<file path="src/rtl/cdb_writeback_arbiter.sv">
// Common data bus front end: two per-source FIFOs (RS, LSB), one registered broadcast per enabled cycle.
// Latency: push at edge E broadcasts after E+1 at the earliest. Backpressure: ready drops when a FIFO is full.
module cdb_writeback_arbiter #(
  parameter int ADDR_WIDTH = 32,
  parameter int ROB_WIDTH  = 4,
  parameter int FIFO_WIDTH = 2
) (
  input  logic                  clk_in,
  input  logic                  rst_n_in,
  input  logic                  rdy_in,
  input  logic                  flush_in,
  input  logic                  rs_valid_in,
  output logic                  rs_ready_out,
  input  logic [ROB_WIDTH-1:0]  rs_rob_index_in,
  input  logic [31:0]           rs_value_in,
  input  logic [ADDR_WIDTH-1:0] rs_next_pc_in,
  input  logic                  lsb_valid_in,
  output logic                  lsb_ready_out,
  input  logic [ROB_WIDTH-1:0]  lsb_rob_index_in,
  input  logic [31:0]           lsb_value_in,
  output logic                  cdb_en_out,
  output logic [ROB_WIDTH-1:0]  cdb_rob_index_out,
  output logic [31:0]           cdb_value_out,
  output logic [ADDR_WIDTH-1:0] cdb_next_pc_out,
  output logic                  cdb_src_out
);
  localparam int DEPTH = 1 << FIFO_WIDTH;
  localparam logic [FIFO_WIDTH:0]   FULL_CNT = (FIFO_WIDTH+1)'(DEPTH);
  localparam logic [FIFO_WIDTH:0]   CNT_ONE  = (FIFO_WIDTH+1)'(1);
  localparam logic [FIFO_WIDTH-1:0] PTR_ONE  = FIFO_WIDTH'(1);

  typedef struct packed {
    logic [ROB_WIDTH-1:0]  rob;
    logic [31:0]           value;
    logic [ADDR_WIDTH-1:0] next_pc;
  } entry_t;

  entry_t rs_mem  [DEPTH];
  entry_t lsb_mem [DEPTH];

  logic [FIFO_WIDTH-1:0] rs_head, rs_tail, lsb_head, lsb_tail;
  logic [FIFO_WIDTH:0]   rs_cnt, lsb_cnt;
  logic                  last_grant_lsb;

  logic   rs_push, lsb_push, rs_ne, lsb_ne, grant_rs, grant_lsb, active, pop_rs, pop_lsb;
  entry_t rs_head_e, lsb_head_e;

  // Ready looks only at the registered count, so a full FIFO stays not-ready on a pop cycle.
  assign rs_ready_out  = rdy_in && (rs_cnt  != FULL_CNT);
  assign lsb_ready_out = rdy_in && (lsb_cnt != FULL_CNT);

  assign rs_push  = rs_valid_in  && rs_ready_out  && !flush_in;
  assign lsb_push = lsb_valid_in && lsb_ready_out && !flush_in;

  assign rs_ne     = (rs_cnt  != '0);
  assign lsb_ne    = (lsb_cnt != '0);
  assign grant_rs  = rs_ne && (!lsb_ne || last_grant_lsb);
  assign grant_lsb = lsb_ne && !grant_rs;
  assign active    = rdy_in && !flush_in;
  assign pop_rs    = active && grant_rs;
  assign pop_lsb   = active && grant_lsb;

  assign rs_head_e  = rs_mem[rs_head];
  assign lsb_head_e = lsb_mem[lsb_head];

  always_ff @(posedge clk_in) begin
    if (rs_push)  rs_mem[rs_tail]   <= '{rs_rob_index_in, rs_value_in, rs_next_pc_in};
    if (lsb_push) lsb_mem[lsb_tail] <= '{lsb_rob_index_in, lsb_value_in, '0};
  end

  always_ff @(posedge clk_in or negedge rst_n_in) begin
    if (!rst_n_in) begin
      rs_head           <= '0;
      rs_tail           <= '0;
      rs_cnt            <= '0;
      lsb_head          <= '0;
      lsb_tail          <= '0;
      lsb_cnt           <= '0;
      last_grant_lsb    <= 1'b1;
      cdb_en_out        <= 1'b0;
      cdb_rob_index_out <= '0;
      cdb_value_out     <= '0;
      cdb_next_pc_out   <= '0;
      cdb_src_out       <= 1'b0;
    end else if (rdy_in) begin
      if (flush_in) begin
        rs_head    <= '0;
        rs_tail    <= '0;
        rs_cnt     <= '0;
        lsb_head   <= '0;
        lsb_tail   <= '0;
        lsb_cnt    <= '0;
        cdb_en_out <= 1'b0;
      end else begin
        if (rs_push)  rs_tail  <= rs_tail  + PTR_ONE;
        if (pop_rs)   rs_head  <= rs_head  + PTR_ONE;
        if (lsb_push) lsb_tail <= lsb_tail + PTR_ONE;
        if (pop_lsb)  lsb_head <= lsb_head + PTR_ONE;

        case ({rs_push, pop_rs})
          2'b10:   rs_cnt <= rs_cnt + CNT_ONE;
          2'b01:   rs_cnt <= rs_cnt - CNT_ONE;
          default: ;
        endcase
        case ({lsb_push, pop_lsb})
          2'b10:   lsb_cnt <= lsb_cnt + CNT_ONE;
          2'b01:   lsb_cnt <= lsb_cnt - CNT_ONE;
          default: ;
        endcase

        // Idle cycles clear only the valid bit; the payload keeps its last value.
        if (pop_rs) begin
          cdb_en_out        <= 1'b1;
          cdb_rob_index_out <= rs_head_e.rob;
          cdb_value_out     <= rs_head_e.value;
          cdb_next_pc_out   <= rs_head_e.next_pc;
          cdb_src_out       <= 1'b0;
          last_grant_lsb    <= 1'b0;
        end else if (pop_lsb) begin
          cdb_en_out        <= 1'b1;
          cdb_rob_index_out <= lsb_head_e.rob;
          cdb_value_out     <= lsb_head_e.value;
          cdb_next_pc_out   <= lsb_head_e.next_pc;
          cdb_src_out       <= 1'b1;
          last_grant_lsb    <= 1'b1;
        end else begin
          cdb_en_out <= 1'b0;
        end
      end
    end
  end
endmodule

</file>
<file path="config.mk">
export PLATFORM = sky130hd
export DESIGN_NAME = cdb_writeback_arbiter
export DESIGN_NICKNAME = d
export VERILOG_FILES = /design/src/rtl/cdb_writeback_arbiter.sv
export SDC_FILE = /design/constraint.sdc
export NUM_CORES = 1
export LEC_CHECK = 0
export BUFFER_PORTS_ARGS = -buffer_cell sky130_fd_sc_hd__buf_2
export CORE_MARGIN = 3
export CORE_UTILIZATION = 41
export DETAILED_ROUTE_END_ITERATION = 12
export PLACE_DENSITY = 0.69
export SETUP_SLACK_MARGIN = 0.2
export SYNTH_ARGS = -nofsm -noshare
export SYNTH_HDL_FRONTEND = slang
export SYNTH_SLANG_ARGS = --single-unit
</file>
<file path="constraint.sdc">
create_clock -name clk_in -period 3.4 [get_ports clk_in]
set_input_delay 0.17 -clock clk_in [delete_from_list [all_inputs] [get_ports clk_in]]
set_output_delay 0.17 -clock clk_in [all_outputs]
set_load 0.02 [all_outputs]
</file>
==> qor.csv <==
stage;metric;value;unit
sta;transition time at the pin with the least slew margin;1.00;ns
routing;total vias in the final route;9819;
run;maximum capacitance violations;0;
grt;number of global-route vias before repair;10357;
routing;wire length per cell;21.8;µm
place;final RePlAce weighted congestion;0.735;
die;core footprint;45500;µm²
critical_path;r2r setup slk;0.85;ns
pwr;leakage power figure;8.27;nW
yosys;commonest register cell after synthesis;sky130_fd_sc_hd__edfxtp_1;
die;total I/O pin count;182;
routing;Total Routed Length;41000;µm
clock_network;setup fix buffers added after clock tree synthesis;0;
sta;summed negative setup slack over all endpoints;0;ns
yosys;number of enable flip-flop cells after synthesis;416;
min_path;launch point of the worst hold path;lsb_valid_in;
sta;number of hold-slack violations in the final timing report;0;
critical_path;kind of end point of the critical path;flip-flop;
yosys;sequential cell area fraction in the yosys report;0.772;
critical_path;critical path arrival;3.05;ns
finish;commonest non-fill, non-tap cell in the layout;sky130_fd_sc_hd__edfxtp_1;
yosys;distinct cell type count of the synthesized netlist;52;
clock_network;clock root buffer master;sky130_fd_sc_hd__clkbuf_16;
grt;gr usage total;0.169;
place;DP HPWL;25300;µm
clock_network;total CTS buffers;50;
die;die width;221;µm
critical_path;kind of critical path;flip-flop to flip-flop;
grt;global-route wire length before repair;63800;µm
run_status;outcome;finished clean;
finish;number of nets in the layout;1354;
pwr;worst ir drop on vdd;0.000455;V
clock_network;clock sink total;501;
pwr;power per cell area;737;nW/µm²
min_path;path category of the worst min-delay check;input port to flip-flop;
clock_network;insertion delay of the later-clocked pin in the worst-skew pair;0.58;ns
yosys;cell count after synthesis;919;
place;PortBufs;181;
place;dpl ws;0.888;ns
critical_path;critical path fanouts, max;9;
yosys;Synth Area per Inst;20.6;µm²
die;Chip Height;221;µm
critical_path;worst stage delay on the critical path;0.60;ns
critical_path;worst-path cell chain;nor3_2 -> o211ai_1 -> nor2_1 -> fa_1 -> or4b_2 -> a21o_1 -> nand3_1;
sta;minimum period implied by the final worst setup slack;2.55;ns
die;Site Rows;78;
sta;setup slack of the critical path after layout;0.851;ns
critical_path;Top delay family on crit path;simple AND/OR/NAND/NOR gates;
yosys;asr flop ratio synth;0.170;
yosys;FF+latch count, synth;501;
clock_network;clock transition at the registers of the reported paths;0.06;ns
die;die area;48800;µm²
critical_path;worst reg-to-reg path cell count;7;
grt;aggregate global routing overflow;0;
critical_path;critical path required time;3.90;ns
routing;Antenna Nets Post-Route;0;
sta;crit share post-route;0.750;
clock_network;Longest Clk Path Bufs;3;
finish;most frequent cells in the layout;sky130_fd_sc_hd__edfxtp_1 (416), sky130_fd_sc_hd__buf_2 (180), sky130_fd_sc_hd__dlygate4sd3_1 (107);
sta;final setup violation count;0;
finish;layout cell share with drive strength beyond 1;0.316;
critical_path;slowest cell on the critical path;sky130_fd_sc_hd__or4b_2;
sta;setup repair after global routing missed its margin;no;
critical_path;startpoint types;flip-flop;
clock_network;htree depth;2;
routing;first-pass iteration count of the detailed router;5;
yosys;Post-Syn Nets;1039;
routing;post-route DRC violation count;0;
min_path;hold-critical path endpoint;lsb_cnt[0];
min_path;instance count along the most critical hold path;4;
finish;Area Growth Syn to Fin;23.2;%
sta;worst slew margin relative to its limit;0.333;
critical_path;worst path buffer plus inverter count;0;
routing;vias per std cell;5.23;
routing;starting DRC count in detailed routing;850;
die;starting density of the core;0.417;
yosys;number of warnings reported in the yosys synthesis log;0;
sta;fmax;392;MHz
sta;Worst Skew;0.0196;ns
grt;initial antenna violation count;6;
clock_network;TritonCTS clock tree;built;
critical_path;worst reg2reg path startpoint;lsb_cnt[0];
yosys;synthesized area;18900;µm²
grt;pin count of the biggest net entering global routing;69;
finish;post-layout util;0.513;
critical_path;endpoint of the lowest-slack register-to-register path;rs_cnt[2];
sta;Final Max Tran Viols;0;
[report_power, final]
part	switching [mW]	total, mW	internal [mW]
sequential	0.692	8.02	7.32
combinational	2.04	3.96	1.92
clock	2.19	5.23	3.04
[state kept, by name, indices dropped and copies added, names as in the netlist, 3 cells and up]
register / count
cdb_rob_index_out: 4
cdb_value_out: 32
lsb_mem: 144
lsb_cnt: 3
cdb_next_pc_out: 32
rs_cnt: 3
rs_mem: 272
[how the worst max path moves through the flow]
stage | depth (start not counted) | from | to | slack (ns)
after CTS | 7 | lsb_cnt[0] | rs_cnt[2] | 0.86
after floorplan | 4 | rs_cnt[2] | rs_mem[0][0] | 0.31
after global placement | 8 | rs_cnt[0] | rs_cnt[2] | 0.92
after global routing | 8 | rs_cnt[0] | rs_cnt[2] | 0.71
final | 7 | lsb_cnt[0] | rs_cnt[2] | 0.85
after detailed placement | 8 | rs_cnt[1] | rs_cnt[2] | 0.89
[stage by stage]
| step | instances | cell area, µm² | hold slack [ns] | power [mW] |
|---|---|---|---|---|
| floorplan | 919 | 18900 | -0.126 | 10.7 |
| global placement | 1675 | 20700 | 0.381 | 12.0 |
| detailed placement | 1675 | 20700 | 0.387 | 12.1 |
| CTS | 1874 | 23300 | 0.121 | 17.4 |
| global route | 1877 | 23300 | 0.147 | 18.0 |
| finish | 1878 | 23300 | 0.140 | 17.2 |
[layer usage]
metal,vias up,part of all wire,GRT usage
li1,4376,-,-
met1,5063,0.43,0.239
met2,322,0.48,0.269
met3,56,0.069,0.0423
met4,2,0.017,0.0368
met5,-,0.00017,0
[what timing repair did]
item / CTS / global route
hold endpoints to repair: 484 / 0
gates resized for setup: 0 / 0
hold buffers: 107 / 0
[worst reg2reg max path: cells and delay by family (launching register included)]
family / cells / cell delay, ns
AO/OA/AOI/OAI: 2 / 0.43
adder cells (fa/ha/maj): 1 / 0.24
flip-flops: 1 / 0.47
AND/OR/NAND/NOR: 4 / 1.33
[cells in the mapped netlist, types with 3 or more instances]
| master | n | share of area |
|---|---|---|
| sky130_fd_sc_hd__nor3_1 | 5 | 0.0013 |
| sky130_fd_sc_hd__nor2b_1 | 3 | 0.00099 |
| sky130_fd_sc_hd__buf_2 | 14 | 0.0037 |
| sky130_fd_sc_hd__nor3b_1 | 3 | 0.0012 |
| sky130_fd_sc_hd__nand2b_1 | 3 | 0.00099 |
| sky130_fd_sc_hd__nand2_1 | 70 | 0.014 |
| sky130_fd_sc_hd__inv_1 | 9 | 0.0018 |
| sky130_fd_sc_hd__nor4_1 | 3 | 0.00099 |
| sky130_fd_sc_hd__nor2_1 | 9 | 0.0018 |
| sky130_fd_sc_hd__a22oi_1 | 28 | 0.011 |
| sky130_fd_sc_hd__a22o_1 | 32 | 0.015 |
| sky130_fd_sc_hd__o2bb2ai_1 | 3 | 0.0014 |
| sky130_fd_sc_hd__ha_1 | 9 | 0.0059 |
| sky130_fd_sc_hd__edfxtp_1 | 416 | 0.66 |
| sky130_fd_sc_hd__buf_1 | 4 | 0.00079 |
| sky130_fd_sc_hd__mux2i_1 | 18 | 0.0095 |
| sky130_fd_sc_hd__and2_1 | 10 | 0.0033 |
| sky130_fd_sc_hd__mux4_2 | 104 | 0.12 |
| sky130_fd_sc_hd__clkbuf_1 | 27 | 0.0054 |
| sky130_fd_sc_hd__o22ai_1 | 4 | 0.0013 |
| sky130_fd_sc_hd__o21ai_0 | 14 | 0.0037 |
| sky130_fd_sc_hd__buf_4 | 5 | 0.0020 |
| sky130_fd_sc_hd__nand3_1 | 3 | 0.00079 |
| sky130_fd_sc_hd__dfrtp_1 | 84 | 0.11 |
| sky130_fd_sc_hd__or3b_2 | 3 | 0.0014 |
[cells by family (layout without fill, tap and decap cells)]
| logic type | count (synthesis) | after routing | share of synthesized area |
|---|---|---|---|
| DFF | 501 | 501 | 0.772 |
| and+or+nand+nor | 124 | 124 | 0.0318 |
| muxes | 123 | 123 | 0.134 |
| AOI/OAI and AO/OA | 98 | 98 | 0.0397 |
| buffers and inverters | 60 | 415 | 0.0138 |
| adders and majority gates | 10 | 10 | 0.00700 |
| xor gates and xnor gates | 3 | 3 | 0.00211 |
| other | 0 | 4 | 0 |
[layout make-up]
| cell class | instances | area [µm²] |
|---|---|---|
| antenna | 4 | 10.0 |
| clock buffer | 66 | 1360 |
| clock inverter | 26 | 199 |
| fill | 3690 | 22100 |
| inverter | 10 | 37.5 |
| multi-input combinational | 358 | 4090 |
| sequential | 501 | 14600 |
| tap | 600 | 751 |
| timing repair buffer | 313 | 2250 |
Power figures use the tool's default switching activity.
